### src/rtl/popcount_pkg.sv
// Shared definitions for the popcount pipeline: mode encodings, frame FSM states
// and the helper that sizes count buses.
package popcount_pkg;

    localparam logic MODE_WORD  = 1'b0;
    localparam logic MODE_FRAME = 1'b1;

    typedef enum logic {
        ST_IDLE  = 1'b0,
        ST_ACCUM = 1'b1
    } frame_state_t;

    // Bits needed to hold a count of 0..n ones.
    function automatic int count_width(input int n);
        return $clog2(n + 1);
    endfunction

endpackage

### src/rtl/popcount_chunk.sv
// Combinational population count of one CHUNK-bit slice.
module popcount_chunk
    import popcount_pkg::*;
#(
    parameter int CHUNK = 8,
    localparam int CW   = count_width(CHUNK)
) (
    input  logic [CHUNK-1:0] bits,
    output logic [CW-1:0]    count
);

    always_comb begin
        count = '0;
        for (int i = 0; i < CHUNK; i++) begin
            count = count + CW'(bits[i]);
        end
    end

endmodule

### src/rtl/popcount_pipe.sv
// Three-stage popcount pipeline: chunk counts, chunk sum, then a per-word
// output register or a saturating per-frame accumulator, all under one stall.
module popcount_pipe
    import popcount_pkg::*;
#(
    parameter int WIDTH = 32,
    parameter int CHUNK = 8,
    parameter int ACC_W = 16
) (
    input  logic             clk,
    input  logic             rst_n,
    input  logic             in_valid,
    output logic             in_ready,
    input  logic [WIDTH-1:0] in_data,
    input  logic             in_mode,
    input  logic             in_last,
    output logic             out_valid,
    input  logic             out_ready,
    output logic [ACC_W-1:0] out_count,
    output logic             out_sat
);

    localparam int NCHUNK = WIDTH / CHUNK;
    localparam int CW     = count_width(CHUNK);
    localparam int SW     = count_width(WIDTH);
    localparam logic [ACC_W:0] ACC_MAX = {1'b0, {ACC_W{1'b1}}};

    if (WIDTH < 2) begin : g_bad_width
        $error("popcount_pipe: WIDTH must be at least 2");
    end
    if (WIDTH % CHUNK != 0) begin : g_bad_chunk
        $error("popcount_pipe: WIDTH must be a multiple of CHUNK");
    end
    if (ACC_W < SW) begin : g_bad_acc_w
        $error("popcount_pipe: ACC_W too narrow to hold a full-word count");
    end

    logic advance;

    // Stage 1 state
    logic [CW-1:0] chunk_cnt  [NCHUNK];
    logic [CW-1:0] s1_cnt_reg [NCHUNK];
    logic          s1_valid_reg;
    logic          s1_mode_reg;
    logic          s1_last_reg;

    // Stage 2 state
    logic [SW-1:0] chunk_sum;
    logic [SW-1:0] s2_sum_reg;
    logic          s2_valid_reg;
    logic          s2_mode_reg;
    logic          s2_last_reg;

    // Stage 3 state
    frame_state_t     state_reg;
    logic             mode_reg;
    logic [ACC_W-1:0] acc_reg;
    logic             sat_reg;
    logic             out_valid_reg;
    logic [ACC_W-1:0] out_count_reg;
    logic             out_sat_reg;

    logic             eff_mode;
    logic [ACC_W:0]   sum_ext;
    logic             over;
    logic [ACC_W-1:0] acc_next;
    logic             sat_next;

    // The whole pipe moves together; only a held result blocks it.
    assign advance  = !out_valid_reg || out_ready;
    assign in_ready = advance;

    for (genvar gi = 0; gi < NCHUNK; gi++) begin : g_chunk
        popcount_chunk #(
            .CHUNK (CHUNK)
        ) u_chunk (
            .bits  (in_data[gi*CHUNK +: CHUNK]),
            .count (chunk_cnt[gi])
        );
    end

    always_ff @(posedge clk or negedge rst_n) begin
        if (!rst_n) begin
            s1_valid_reg <= 1'b0;
            s1_mode_reg  <= MODE_WORD;
            s1_last_reg  <= 1'b0;
            for (int i = 0; i < NCHUNK; i++) begin
                s1_cnt_reg[i] <= '0;
            end
        end else if (advance) begin
            s1_valid_reg <= in_valid;
            s1_mode_reg  <= in_mode;
            s1_last_reg  <= in_last;
            for (int i = 0; i < NCHUNK; i++) begin
                s1_cnt_reg[i] <= chunk_cnt[i];
            end
        end
    end

    always_comb begin
        chunk_sum = '0;
        for (int i = 0; i < NCHUNK; i++) begin
            chunk_sum = chunk_sum + SW'(s1_cnt_reg[i]);
        end
    end

    always_ff @(posedge clk or negedge rst_n) begin
        if (!rst_n) begin
            s2_valid_reg <= 1'b0;
            s2_sum_reg   <= '0;
            s2_mode_reg  <= MODE_WORD;
            s2_last_reg  <= 1'b0;
        end else if (advance) begin
            s2_valid_reg <= s1_valid_reg;
            s2_sum_reg   <= chunk_sum;
            s2_mode_reg  <= s1_mode_reg;
            s2_last_reg  <= s1_last_reg;
        end
    end

    // An open frame keeps the mode captured on its first beat.
    always_comb begin
        eff_mode = (state_reg == ST_ACCUM) ? mode_reg : s2_mode_reg;
        sum_ext  = {1'b0, acc_reg} + (ACC_W + 1)'(s2_sum_reg);
        over     = (sum_ext > ACC_MAX);
        acc_next = over ? '1 : sum_ext[ACC_W-1:0];
        sat_next = sat_reg | over;
    end

    always_ff @(posedge clk or negedge rst_n) begin
        if (!rst_n) begin
            state_reg     <= ST_IDLE;
            mode_reg      <= MODE_WORD;
            acc_reg       <= '0;
            sat_reg       <= 1'b0;
            out_valid_reg <= 1'b0;
            out_count_reg <= '0;
            out_sat_reg   <= 1'b0;
        end else if (advance) begin
            out_valid_reg <= 1'b0;
            if (s2_valid_reg) begin
                if (state_reg == ST_IDLE) begin
                    mode_reg <= s2_mode_reg;
                end
                if (eff_mode == MODE_WORD) begin
                    out_valid_reg <= 1'b1;
                    out_count_reg <= ACC_W'(s2_sum_reg);
                    out_sat_reg   <= 1'b0;
                end else if (s2_last_reg) begin
                    out_valid_reg <= 1'b1;
                    out_count_reg <= acc_next;
                    out_sat_reg   <= sat_next;
                    acc_reg       <= '0;
                    sat_reg       <= 1'b0;
                    state_reg     <= ST_IDLE;
                end else begin
                    acc_reg   <= acc_next;
                    sat_reg   <= sat_next;
                    state_reg <= ST_ACCUM;
                end
            end
        end
    end

    assign out_valid = out_valid_reg;
    assign out_count = out_count_reg;
    assign out_sat   = out_sat_reg;

endmodule

### config.mk
export PLATFORM = sky130hd
export DESIGN_NAME = popcount_pipe
export DESIGN_NICKNAME = d
export VERILOG_FILES = /design/src/rtl/popcount_pkg.sv /design/src/rtl/popcount_chunk.sv /design/src/rtl/popcount_pipe.sv
export SDC_FILE = /design/constraint.sdc
export NUM_CORES = 1
export LEC_CHECK = 0
export CORE_MARGIN = 10
export CORE_UTILIZATION = 56
export CTS_CLUSTER_SIZE = 14
export DETAILED_ROUTE_END_ITERATION = 6
export GPL_ROUTABILITY_DRIVEN = 0
export PLACE_DENSITY = 0.82
export SYNTH_ARGS = -nofsm -noshare
export SYNTH_HDL_FRONTEND = slang
export SYNTH_HIERARCHICAL = 1
export SYNTH_SLANG_ARGS = --single-unit
### constraint.sdc
create_clock -name clk -period 3.2 [get_ports clk]
set_input_delay 0.32 -clock clk [delete_from_list [all_inputs] [get_ports clk]]
set_output_delay 0.32 -clock clk [all_outputs]
set_load 0.01 [all_outputs]
==> results_dict.tcl, run 1 <==
set metrics [dict create \
    power.leakage_nw 2.53 \
    area_growth_pct 20.3 \
    r2r_start "s2_sum_reg[0]$_DFFE_PN0N_" \
    htreeDepth 3 \
    grt_usage_pct 16.6 \
    drv_slew 0 \
    crit_chain "clkdlybuf4s50_1 -> inv_1 -> fa_1 -> fa_1 -> fa_1 -> inv_1 -> ha_1 -> inv_1 -> fa_1 -> xnor2_1 -> nand2_1 -> nand2_1" \
    min_path_type "input pin to asynchronous set/reset pin" \
    final_hold_viol_count 0 \
    critPathTopFamily "adder cells" \
    synthFlopType "dfrtp_1" \
    grt_pass1_wl_mm 15.8 \
    grtUsageMet3_pct 3.95 \
    io_pins 57 \
    crit_required_ns 3.48 \
    start_util_pct 58.4 \
    maxCapViolCount 0 \
    grt_pass1_vias 3441 \
    dr_total_vias 3443 \
    ir_worst_vdd_uv 384 \
    first_pass_iters 4 \
    synth.yosys.seq_area_share_pct 38.0 \
    final.min_clock_period_ns 2.96 \
    routedWlPerCell_microns 14.5 \
    detail_route.iter0.violations 178 \
    critPathSlowestCell "fa_1" \
    multi_input_area_sq_um 2320 \
    cts_tree "yes" \
    clkTransAtPathRegs_ns 0.07 \
    final_common_cell "nand2_1" \
    rsz0062_at_grt "no" \
    avgSynthCellArea_sq_um 9.01 \
    r2r_end "out_count[11]$_DFFE_PN0P_" \
    die_h_microns 107 \
    die_w_microns 107 \
    fin_ws_ns 0.241 \
    diodes 0 \
    crit_path_end_kind "register" \
    hpwl_mm 7.03 \
    grt_max_degree 66 \
    finClkSkew_ns 0.0116 \
    slowest_delay_ns 0.55 \
    setup_viol 0 \
    fillers 535 \
    crit_top_cell "fa_1" \
    crit_fanout 2 \
    coreArea_sq_um 7330 \
    mostFrequentLayoutCells "nand2_1, inv_1, dfrtp_1" \
    async_flop_share_pct 100 \
    gr-usage-met2_pct 28.0 \
    use_met1_pct 20.2 \
    synth_edf_count 0 \
    cts_resized 0 \
    clock_sinks 65 \
    final-instance-count-excl-fill 636 \
    rows 31 \
    fin_nets 618 \
    die_area_sq_um 11500 \
    p_per_area_nw_per_um2 696 \
    outcome "finished clean" \
    path_buf_inv 4 \
    final.period_utilization_pct 92.5 \
    busiest_layer "met2" \
    clock-root-buffer "clkbuf_8" \
    worst_pin_slew_ns 0.802 \
    critPathKind "input pin to register" \
    clockBufferDepth 2 \
    max_slew_margin_pct 46.5 \
    arrival_ns 3.24 \
    grt_antenna_before_repair 0 \
    yosysWarnings 6 \
    fmaxAchievable_mhz 338 \
    portBuffers 56 \
    post_drt_via_cell_ratio 5.41 \
    wl_mm 9.19 \
    cts_setup_buffers 0 \
    dp.cells 620 \
    clkLatencyLatePin_ns 0.35 \
    netlist_area_sq_um 4280 \
    post-place-ws_ns -0.120 \
    regArea_sq_um 1630 \
    hold_buffers 0 \
    post-route-util_pct 70.2 \
    synth-seq-cells 65 \
    rrSetupSlack_ns 0.67 \
    ant_nets 0 \
    overflow 0 \
    cts_made_buffers 9 \
    hold_slack_ns 0.130 \
    synth_cell_types 57 \
    syn-num-nets 561 \
    reg2regPathDepth 8 \
    syn_inst 475 \
    remaining_drc_errors 0 \
    drive_above_1_share_pct 7.26 \
    start_kind "input pin" \
]
kinds of logic (layout without fill, tap and decap cells):
group | Yosys count | after routing | share of synthesized area (%)
AO/OA/AOI/OAI | 102 | 102 | 16.3
flip-flops | 65 | 65 | 38.0
AND/OR/NAND/NOR | 163 | 163 | 16.8
adder cells (fa/ha/maj) | 48 | 48 | 18.4
multiplexers | 2 | 2 | 0.497
XOR/XNOR | 10 | 10 | 2.05
buffers and inverters | 85 | 147 | 7.84
power breakdown:
group	leakage (nW)	switching (mW)	internal (mW)
combinational	1.59	0.868	0.752
clock	0.0995	0.311	0.438
sequential	0.839	0.185	1.03
total	2.53	1.36	2.22
worst max path at each step:
stage	startpoint	endpoint	slack (ns)	cells after the start
floorplan	in_data[0]	s1_cnt_reg[14]$_DFFE_PN0N_	0.51	11
global placement	in_data[24]	s1_cnt_reg[2]$_DFFE_PN0N_	-0.02	12
detailed placement	in_data[0]	s1_cnt_reg[14]$_DFFE_PN0N_	-0.12	12
CTS	in_data[0]	s1_cnt_reg[14]$_DFFE_PN0N_	0.23	12
global route	in_data[8]	s1_cnt_reg[10]$_DFFE_PN0N_	0.15	12
finish	in_data[0]	s1_cnt_reg[14]$_DFFE_PN0N_	0.24	12
Yosys cell counts, types with 2 or more instances:
library cell	n	area [sq um]
inv_1	66	248
xor2_1	4	35.0
nor2b_1	6	37.5
nand2_1	104	390
o21ai_0	15	75.1
nand3b_1	2	15.0
nand2b_1	2	12.5
and3_1	4	25.0
o211ai_1	3	22.5
a211oi_1	4	30.0
buf_1	3	11.3
or3_1	3	18.8
clkbuf_1	9	33.8
dfrtp_1	65	1630
o31ai_2	4	50.1
xnor2_1	6	52.6
a31o_2	3	26.3
nor3_1	5	25.0
o31ai_1	9	67.6
a41oi_1	3	26.3
a21oi_1	36	180
ha_1	23	288
and2_1	2	12.5
fa_1	25	500
nor2_1	18	67.6
o21ai_1	2	10.0
nand3_1	8	40.0
nand4_1	3	18.8
a21o_1	6	45.0
buf_2	4	20.0
a31oi_1	2	12.5
area by class of cell:
cell class / count / area share (%)
Clock buffer: 11 / 2.55
Clock inverter: 5 / 1.56
Inverter: 67 / 4.89
Multi-Input combinational cell: 325 / 45.0
Sequential cell: 65 / 31.6
Tap cell: 99 / 2.41
Timing Repair Buffer: 64 / 12.0
per-layer routing:
| layer | routed length, microns | share of wire (%) | vias up |
|---|---|---|---|
| met1 | 3880 | 42 | 1668 |
| met5 | 0 | 0 | - |
| met4 | 184 | 2.0 | 0 |
| met3 | 488 | 5.3 | 21 |
| met2 | 4640 | 50 | 79 |
| li1 | - | - | 1675 |
stage by stage:
stage	total power [mW]	cell area, sq um	setup TNS (ns)
final	3.58	5150	0
after global routing	3.93	5150	0
after CTS	3.62	5150	0
after detailed placement	2.86	4940	-0.573
after global placement	2.75	4940	-0.0316
after floorplan	2.36	4280	0
Power figures use the tool's default switching activity.
==> inputs of run 2 (changes only) <==
- CTS_CLUSTER_DIAMETER: not set -> 150
==> results of run 2 <==
The final DEF is identical to that of run 1; final timing and power are the same.
==> inputs of run 3 (changes only) <==
- CTS_CLUSTER_SIZE: 14 -> 10
==> results of run 3 <==
The final DEF is identical to that of run 1; final timing and power are the same.
